`src/rtl/log_mult_pkg.sv`:
```
// ---------------------------------------------------------------------------
// log_mult_pkg
// Shared definitions for the approximate (Mitchell) log multiplier datapath.
//   FRAC_W     : fraction width of x_t in the packed log word
//   log_word_t : packed log word {k[3:0], x_t[FRAC_W-1:0]}
//   LOG_ZERO   : log word emitted for a zero operand
// ---------------------------------------------------------------------------
package log_mult_pkg;

  localparam int FRAC_W = 8;

  typedef struct packed {
    logic [3:0]        k;
    logic [FRAC_W-1:0] x_t;
  } log_word_t;

  localparam log_word_t LOG_ZERO = '0;

endpackage : log_mult_pkg

```
`src/rtl/log_converter_pipe_lod.sv`:
```
// ---------------------------------------------------------------------------
// leading_one_detector
// Combinational 16-bit priority encoder for the log converter's first stage.
// Ports:
//   data : 16-bit unsigned operand
//   lead : index of the highest set bit (0 when data is 0)
//   zero : data == 0
// ---------------------------------------------------------------------------
module leading_one_detector
  import log_mult_pkg::*;
(
  input  logic [15:0] data,
  output logic [3:0]  lead,
  output logic        zero
);

  always_comb begin
    // NOTE: default assignment first so every path drives lead (no latch).
    lead = 4'd0;
    // Ascending scan: the last set bit seen is the most significant one.
    for (int i = 0; i < 16; i++) begin
      if (data[i]) lead = 4'(i);
    end
  end

  assign zero = (data == 16'h0000);

endmodule : leading_one_detector

```
`src/rtl/log_converter_pipe.sv`:
```
// ---------------------------------------------------------------------------
// log_converter_pipe
// Forward Mitchell log converter: 16-bit unsigned operand -> packed log word
// {k[3:0], x_t[FRAC_W-1:0]}. Two-stage elastic pipeline (LOD, normalise)
// with valid/ready handshakes on both sides; 2-cycle latency, 1 word/cycle.
//
// Ports:
//   clk, rst   : clock, synchronous active-high reset
//   in_valid   : operand valid          in_ready  : operand accepted this cycle
//   in_data    : 16-bit operand
//   out_valid  : log word valid         out_ready : downstream takes the word
//   out_log    : {k, x_t}, k in [FRAC_W+3:FRAC_W]
//   out_zero   : operand was 0 (out_log forced to 0)
//
// Build option:
//   LOG_ROUND_EN : round x_t to nearest using the bit below the fraction;
//                  fraction overflow bumps k, k=15 overflow saturates to all
//                  ones. Undefined: x_t is plain truncation.
// ---------------------------------------------------------------------------
module log_converter_pipe #(
  parameter int FRAC_W = log_mult_pkg::FRAC_W
) (
  input  logic              clk,
  input  logic              rst,
  input  logic              in_valid,
  output logic              in_ready,
  input  logic [15:0]       in_data,
  output logic              out_valid,
  input  logic              out_ready,
  output logic [FRAC_W+3:0] out_log,
  output logic              out_zero
);

  import log_mult_pkg::*;

  localparam int LOG_W = FRAC_W + 4;

  // Stage 1: registered operand plus leading-one information
  logic        s1_valid;
  logic [15:0] s1_data;
  logic [3:0]  s1_lead;
  logic        s1_zero;

  // Stage 2: finished log word
  logic             s2_valid;
  logic [LOG_W-1:0] s2_log;
  logic             s2_zero;

  logic s1_adv;
  logic s2_adv;

  logic [3:0] lod_lead;
  logic       lod_zero;

  logic [3:0]        nxt_k;
  logic [FRAC_W-1:0] nxt_x;

  // Ready depends only on registered valids and out_ready, never on in_valid.
  assign s2_adv   = !s2_valid || out_ready;
  assign s1_adv   = !s1_valid || s2_adv;
  assign in_ready = s1_adv;

  leading_one_detector u_lod (
    .data (in_data),
    .lead (lod_lead),
    .zero (lod_zero)
  );

  // ---------------- Stage 1: LOD ----------------
  always_ff @(posedge clk) begin
    // NOTE: sequential state uses non-blocking assignments only.
    if (rst) begin
      s1_valid <= 1'b0;
    end else if (s1_adv) begin
      s1_valid <= in_valid;
    end
  end

  // NOTE: payload registers are not reset; s1_valid alone qualifies them.
  always_ff @(posedge clk) begin
    if (s1_adv && in_valid) begin
      s1_data <= in_data;
      s1_lead <= lod_lead;
      s1_zero <= lod_zero;
    end
  end

  // ---------------- Stage 2: normalise ----------------
  // The FRAC_W (+1 rounding) bits directly below the leading one are
  // bits [lead-1 -: ...] of the operand. Appending zeros below the operand
  // and shifting right by lead lands exactly that window at the bottom,
  // zero-filling whatever falls below bit 0 when lead is small.
`ifdef LOG_ROUND_EN
  logic [FRAC_W:0] norm;

  always_comb begin
    norm  = (FRAC_W+1)'({s1_data, {(FRAC_W+1){1'b0}}} >> s1_lead);
    nxt_k = s1_lead;
    nxt_x = norm[FRAC_W:1];
    if (norm[0]) begin
      if (&norm[FRAC_W:1]) begin
        // Fraction overflows into k; at k=15 hold the largest word instead.
        if (&s1_lead) begin
          nxt_x = '1;
        end else begin
          nxt_k = s1_lead + 4'd1;
          nxt_x = '0;
        end
      end else begin
        nxt_x = norm[FRAC_W:1] + 1'b1;
      end
    end
  end
`else
  always_comb begin
    nxt_k = s1_lead;
    nxt_x = FRAC_W'({s1_data, {FRAC_W{1'b0}}} >> s1_lead);
  end
`endif

  always_ff @(posedge clk) begin
    if (rst) begin
      s2_valid <= 1'b0;
      s2_log   <= '0;
      s2_zero  <= 1'b0;
    end else if (s2_adv) begin
      s2_valid <= s1_valid;
      if (s1_valid) begin
        s2_log  <= s1_zero ? LOG_W'(LOG_ZERO) : {nxt_k, nxt_x};
        s2_zero <= s1_zero;
      end
    end
  end

  assign out_valid = s2_valid;
  assign out_log   = s2_log;
  assign out_zero  = s2_zero;

endmodule : log_converter_pipe

```
`config.mk`:
```
export PLATFORM = sky130hd
export DESIGN_NAME = log_converter_pipe
export DESIGN_NICKNAME = d
export VERILOG_FILES = /design/src/rtl/log_mult_pkg.sv /design/src/rtl/log_converter_pipe_lod.sv /design/src/rtl/log_converter_pipe.sv
export SDC_FILE = /design/constraint.sdc
export NUM_CORES = 1
export LEC_CHECK = 0
export CORE_MARGIN = 1
export CORE_UTILIZATION = 30
export DETAILED_ROUTE_END_ITERATION = 8
export PLACE_DENSITY = 0.54
export SLEW_MARGIN = 5
export SYNTH_ARGS = -nofsm -noshare
export SYNTH_HDL_FRONTEND = slang
export SYNTH_SLANG_ARGS = --single-unit
```
`constraint.sdc`:
```
create_clock -name clk -period 3.76 [get_ports clk]
set_clock_uncertainty 0.15 [all_clocks]
set_input_delay 0.94 -clock clk [delete_from_list [all_inputs] [get_ports clk]]
set_output_delay 0.94 -clock clk [all_outputs]
set_load 0.02 [all_outputs]
```
# Word level (Yosys, flattened, before mapping)
# Cells that the tools add are included.
dict set report word_totals {
  word_cells 36
  ff_bits 36
  inputBits 20
}
dict set report op_classes {
  n_mux 15
  reduce_logical 10
  shift 1
}
# cell n
set ops {}
lappend ops {{$mux 3} 8}
lappend ops {{$shr 24x4->8} 1}
lappend ops {{$logic_not 16->1} 1}
lappend ops {{$mux 12} 1}
lappend ops {{$mux 2} 4}
lappend ops {{$reduce_or 8->1} 1}
lappend ops {{$reduce_or 4->1} 1}
lappend ops {{$logic_not 1->1} 2}
lappend ops {{$logic_or 1x1->1} 2}
lappend ops {{$mux 1} 2}
lappend ops {{$reduce_and 2->1} 1}
lappend ops {{$reduce_or 2->1} 1}
lappend ops {{$logic_and 1x1->1} 1}

# Depth between registers and ports, before layout
# Gate-level depths: netlist of run 1.
dict set report depth {
  word_depth 14
  mapped_depth 7
  mapped_depth_nobuf 5
}

# Hierarchy
# From an unflattened synthesis of run 1, not the netlist that was laid out.
dict set report unflattened {
  cells_unflattened 164
  area_unflattened_um2 1846.8
}
# mod cells_each area_each_um2 seq_area_each_um2 instances
set modules_own_cells {}
lappend modules_own_cells {log_converter_pipe 135 1685.4 900.9 1}
lappend modules_own_cells {leading_one_detector 29 161.4 0.0 1}

# Worst setup path after synthesis of run 1
# OpenSTA, ideal clock, no wires.
dict set report synth_timing {
  path_kind {input-to-output}
  start {input port out_ready}
  end {output port in_ready}
  path_slack_ns 1.378
  arrival_ns 1.292
  t_required_ns 2.670
  n_path_buf 0
  cell_stages 2
  cell_sequence {nor2b_1 -> nand2_1}
}
dict set report synth_via {
  elab_chain_cells 2
}
# element line
set synth_rtl {}
lappend synth_rtl {{from (decl)} log_converter_pipe.sv:29} ;# input logic out_ready,
lappend synth_rtl {{$logic_or 1x1->1} log_converter_pipe.sv:59} ;# assign s2_adv = !s2_valid || out_ready;
lappend synth_rtl {{$logic_or 1x1->1} log_converter_pipe.sv:60} ;# assign s1_adv = !s1_valid || s2_adv;
lappend synth_rtl {{to (decl)} log_converter_pipe.sv:26} ;# output logic in_ready,
# Every way passes these cells.

# Worst setup path after layout of run 1
# Ends and elaborated chain as after synthesis.

==> impl_metrics.json, run 1 <==
{
  "status": "finished clean",
  "drt_iter0_drc": 163,
  "portBuffers": 34,
  "worstPathMaxFanout": 4,
  "antenna_found_initial": 0,
  "die_area_um2": 6310,
  "gp_congestion": 0.751,
  "path_cells": "clkdlybuf4s50_1, nor2b_1, nand2_1, clkdlybuf4s50_1",
  "path_buf_inv": 2,
  "htree_levels": 2,
  "timing.rr.end": "out_log[3]",
  "fillCellCount": 548,
  "seq_area_frac_synth_pct": 50.1,
  "r2r_cells": 5,
  "critPathMaxStageDelay_ps": 550,
  "regArea_um2": 901,
  "cp-end-kind": "output port",
  "slowest_stage": "clkdlybuf4s50_1",
  "tightestPinTransition_ps": 782,
  "yosysWarnings": 0,
  "rsz0062_at_grt": "no",
  "grt_pass1_vias": 1307,
  "drive_gt1_share_pct": 11.1,
  "die_y_um": 79.4,
  "maxSlewHeadroom_pct": 47.9,
  "rows": 27,
  "drt-wirelength-per-cell_um": 13.0,
  "syn-cell-area_um2": 1800,
  "r2r_start": "nxt_k[0]",
  "fin_crit_sh_pct": 87.2,
  "p_leak_nw": 0.809,
  "gr-usage-met2_pct": 19.7,
  "clock-root-buffer": "clkbuf_8",
  "insertion_delay_ps": 280,
  "yosysTopAreaCell": "edfxtp_1",
  "r2r_setup_slack_ps": 1410,
  "fin_crit_ps": 3280,
  "grt_usage_pct": 12.7,
  "num_vias": 1353,
  "first_pass_iters": 4,
  "overflow": 0,
  "slew_viol_final": 0,
  "busiest_layer": "met2",
  "setup_tns_ps": 0,
  "holdBufCountCts": 0,
  "setup_ws_ps": 480,
  "wl_mm": 3.53,
  "multi_input_area_um2": 822,
  "diodes": 0,
  "hpwl_mm": 2.70,
  "drcViolationCount": 0,
  "max_freq_ghz": 0.305,
  "synth-seq-cells": 35,
  "synth.top_cell.area_share_pct": 33.4,
  "pre_cts_slack_ps": 480,
  "vias_per_cell": 4.99,
  "hp-class": "reg -> reg",
  "cp_top_family": "buffers and inverters",
  "arrival_ps": 2190,
  "cp-startpoint": "out_ready",
  "ant_nets": 0,
  "synth_cell_types": 38,
  "die_x_um": 79.4,
  "criticalPathCategory": "in -> out",
  "setup_violations": 0,
  "worstSetupStartpointType": "input pin",
  "cts_setup_buffers": 0,
  "clockBufferDepth": 2,
  "ctsResizeCount": 0,
  "cts_tree": "done",
  "synthArstFlopShare_pct": 0,
  "cts_inserted_buffers": 5,
  "power-per-cell-area_nw_per_um2": 367,
  "synth_edf_count": 20,
  "start_util_pct": 31.9,
  "synthFlopType": "edfxtp_1",
  "critPathRequiredTime_ps": 2670,
  "grt_max_degree": 23,
  "grt_pass1_wl_mm": 6.18,
  "synth_cells": 164,
  "placeableCoreArea_um2": 5640,
  "io_pins": 35,
  "syn_nets": 184,
  "synth_area_leaders": "edfxtp_1 33%, dfxtp_1 17%, mux4_2 6.3%, mux2i_1 4.5%, nor2_1 4.0%",
  "clk_pin_slew_ps": 70,
  "maxCapViolations": 0,
  "use_met1_pct": 17.1,
  "vdd.ir_drop.worst_mv": 0.182,
  "avgSynthCellArea_um2": 11.0,
  "cp.depth": 4,
  "globalRouteMet3Util_pct": 2.86,
  "endpoint": "in_ready",
  "cpMostUsedCell": "clkdlybuf4s50_1",
  "areaGrowthSynthToFinish_pct": 26.8,
  "cts_sinks": 35,
  "final_nets": 218,
  "hold_viol": 0
}
## through the flow
stage                     power [mW]  instance area (µm²)  hold WS [ps]  utilization (%)  cells
after floorplan                0.530                 1800           337                -    164
final                          0.837                 2280           299             40.4    271
after global placement         0.585                 2190           287             38.8    263
after CTS                      0.851                 2280           301             40.4    271
after detailed placement       0.585                 2190           292             38.8    263
after global routing           0.886                 2280           331             40.4    271
## flip-flops by register name (all words and copies together), names as in the netlist
signal,flops
s1_valid,1
s1_data,15
out_valid,1
s1_zero,1
out_log,12
nxt_k,4
out_zero,1
## routing by layer
| layer | vias up | routed length (µm) |
|---|---|---|
| met2 | 29 | 1600 |
| li1 | 684 | - |
| met1 | 636 | 1760 |
| met4 | 0 | 66 |
| met3 | 4 | 106 |
| met5 | - | 0 |
## cell usage after synthesis (all sizes together) (3+ instances only)
library cell and n:
mux4 5, buf 5, mux2i 8, nor3b 4, nor2b 4, mux2 9, a21oi 11, a31oi 5
dfxtp 15, clkbuf 4, nor3 6, nor2 19, edfxtp 20, nand2 10, o211ai 3, inv 6
o21ai 6
## layout by cell type, fill, tap and decap left out, types with 2 or more instances in the layout
master	count
clkdlybuf4s50_1	34
edfxtp_1	20
nor2_1	19
dfxtp_1	15
a21oi_1	11
nand2_1	10
mux2i_1	8
nor3_1	6
inv_1	6
mux4_2	5
mux2_2	5
a31oi_1	5
clkbuf_8	5
nor2b_1	4
nor3b_1	4
o21ai_1	4
o211ai_1	3
and2_1	2
nor4_1	2
or4_1	2
o21ai_0	2
mux2_4	2
mux2_1	2
nand3b_1	2
a22o_1	2
a32oi_1	2
o22ai_1	2
buf_4	2
## tightest hold or removal path, stage by stage (launching register included)
cell and delay (ps):
dfxtp_1 310, nand2_1 50, o21ai_1 50
## power breakdown
group,internal [mW],switching (mW)
registers,0.425,0.0195
clock network,0.129,0.133
logic,0.0709,0.0592
total,0.625,0.212
## cells by family (layout without fill, tap and decap cells)
group / after synthesis / after routing / share of synthesized area, %
and+or+nand+nor: 55 / 55 / 15.4
DFF: 35 / 35 / 50.1
muxes: 22 / 22 / 16.8
AOI/OAI and AO/OA: 37 / 37 / 13.6
buffers and inverters: 15 / 50 / 4.17
## final cells by class
type / count / share of cell area [%]
Clock inverter: 3 / 0.878
Clock buffer: 5 / 3.02
Timing Repair Buffer: 36 / 15.6
Sequential cell: 35 / 39.5
Tap cell: 72 / 3.95
Inverter: 6 / 0.988
Multi-Input combinational cell: 114 / 36.1
## worst min path at each step
stage               cells after the start          to       start  slack (ps)
global placement                        2  out_log[0]  out_log[0]         290
detailed placement                      2  out_log[7]  out_log[7]         290
finish                                  2  out_log[0]  out_log[0]         300
global route                            2  out_log[7]  out_log[7]         330
floorplan                               2   out_valid    s1_valid         340
CTS                                     2  out_log[7]  out_log[7]         300
Note: power is estimated with default switching activity, not from simulation.
==> run 2: changes to the inputs <==
--- a/config.mk
+++ b/config.mk
@@ -8,7 +8,7 @@
 export CORE_MARGIN = 1
 export CORE_UTILIZATION = 30
 export DETAILED_ROUTE_END_ITERATION = 8
-export PLACE_DENSITY = 0.54
+export PLACE_DENSITY = 0.53
 export SLEW_MARGIN = 5
 export SYNTH_ARGS = -nofsm -noshare
 export SYNTH_HDL_FRONTEND = slang
==> impl_metrics.json, run 2 (synthesized netlist as in run 1, its figures left out) <==
{
  "status": "finished clean",
  "holdBufCountCts": 0,
  "switching_share_pct": 25.7,
  "r2r_cells": 5,
  "arrival_ps": 2200,
  "gp_congestion": 0.772,
  "drive_gt1_share_pct": 10.1,
  "antenna_found_initial": 0,
  "start_util_pct": 31.9,
  "seqPwrFrac_pct": 53.1,
  "clockBufferDepth": 2,
  "areaGrowthSynthToFinish_pct": 26.1,
  "clock-root-buffer": "clkbuf_8",
  "drcViolationCount": 0,
  "htree_levels": 2,
  "placeableCoreArea_um2": 5640,
  "path_cells": "clkdlybuf4s50_1, nor2b_1, nand2_1, clkdlybuf4s50_1",
  "criticalPathCategory": "in -> out",
  "vias_per_cell": 4.97,
  "grt_pass1_vias": 1264,
  "final_common_cell": "clkdlybuf4s50_1",
  "setup_tns_ps": 0,
  "maxSlewHeadroom_pct": 45.6,
  "pwr-share-comb_pct": 15.6,
  "critPathRequiredTime_ps": 2670,
  "fillCellCount": 537,
  "fin_crit_sh_pct": 87.5,
  "first_pass_iters": 4,
  "timing.rr.end": "out_log[3]",
  "p_switching_mw": 0.215,
  "ctsResizeCount": 0,
  "grt_max_degree": 23,
  "maxCapViolations": 0,
  "rows": 27,
  "p_leak_nw": 0.802,
  "setup_violations": 0,
  "slew_viol_final": 0,
  "largest-register": "s1_data",
  "vdd.ir_drop.worst_mv": 0.127,
  "min_path_cells": 2,
  "diodes": 0,
  "wl_mm": 3.54,
  "r2r_setup_slack_ps": 1390,
  "die_y_um": 79.4,
  "overflow": 0,
  "insertion_delay_ps": 280,
  "io_pins": 35,
  "critPathMaxStageDelay_ps": 540,
  "cp-end-kind": "output port",
  "tightestPinTransition_ps": 816,
  "cpMostUsedCell": "clkdlybuf4s50_1",
  "p_total_mw": 0.837,
  "drt_iter0_drc": 138,
  "max_freq_ghz": 0.304,
  "clkPwrFrac_pct": 31.2,
  "grt_usage_pct": 12.3,
  "path_buf_inv": 2,
  "clk_pin_slew_ps": 70,
  "rsz0062_at_grt": "no",
  "worstSetupStartpointType": "input pin",
  "p_int_mw": 0.621,
  "portBuffers": 34,
  "drt-wirelength-per-cell_um": 13.1,
  "fin_crit_ps": 3290,
  "largest_register_ffs": 15,
  "r2r_start": "nxt_k[0]",
  "cts_tree": "done",
  "min_to": "out_log[0]",
  "slowest_stage": "clkdlybuf4s50_1",
  "grt_pass1_wl_mm": 5.96,
  "cts_inserted_buffers": 5,
  "power-per-cell-area_nw_per_um2": 369,
  "worstPathMaxFanout": 4,
  "num_vias": 1343,
  "cts_sinks": 35,
  "cp_top_family": "buffers and inverters",
  "hp-class": "reg -> reg",
  "final_nets": 217,
  "final_cell_mix": "34 x clkdlybuf4s50_1, 20 x edfxtp_1, 19 x nor2_1",
  "cts_setup_buffers": 0,
  "min_from": "out_log[0]",
  "hpwl_mm": 2.75,
  "die_area_um2": 6310,
  "hold_viol": 0,
  "die_x_um": 79.4,
  "ant_nets": 0
}
==> run 2: changes by cell type in the layout (fill, tap and decap cells not counted) <==
cell | previous run | this run
clkinv_1 | 1 | 2
buf_4 | 2 | 1
clkinv_4 | 1 | 0
==> run 2: per-stage QoR <==
step,setup slack (ps),utilization (%),instances,hold slack [ps],area (µm²)
after floorplan,1380,-,164,337,1800
after global placement,500,38.7,262,292,2180
after detailed placement,483,38.7,262,297,2180
after CTS,475,40.2,270,308,2270
after global routing,380,40.2,270,327,2270
final,469,40.2,270,305,2270
==> run 2: power by group through the flow <==
stage | registers [mW] | logic [mW] | clock network [mW]
3_5_place_dp | 0.454 | 0.131 | 0
6_report | 0.445 | 0.131 | 0.261
2_1_floorplan | 0.451 | 0.0790 | 0
4_1_cts | 0.445 | 0.131 | 0.265
5_1_grt | 0.449 | 0.143 | 0.283
3_3_place_gp | 0.453 | 0.129 | 0
==> run 2: layout make-up <==
type / instances / area, µm² / area share, %
sequential: 35 / 901 / 39.7
multi-input combinational: 114 / 822 / 36.3
timing repair buffer: 35 / 348 / 15.3
tap: 72 / 90.1 / 3.97
clock buffer: 5 / 68.8 / 3.04
inverter: 6 / 22.5 / 0.993
clock inverter: 3 / 15.0 / 0.662
==> run 2: metal layers <==
metal	wire length (µm)	global-route usage, %
met5	0	0
met4	31	4.36
met3	167	2.86
met2	1650	19.1
met1	1700	16.8
==> run 2: worst max-delay path by stage <==
stage                          from        to  slack, ps  cells past startpoint
after floorplan           out_ready  in_ready       1380                      2
after global placement    out_ready  in_ready        500                      4
after detailed placement  out_ready  in_ready        480                      4
after CTS                 out_ready  in_ready        470                      4
after global routing      out_ready  in_ready        380                      4
final                     out_ready  in_ready        470                      4
==> run 2: worst register-to-register path: stages, from the launching register on <==
cell and delay, ps:
edfxtp_1 790, mux2i_1 410, inv_1 90, mux4_2 500, a221oi_2 250, nor2_1 60
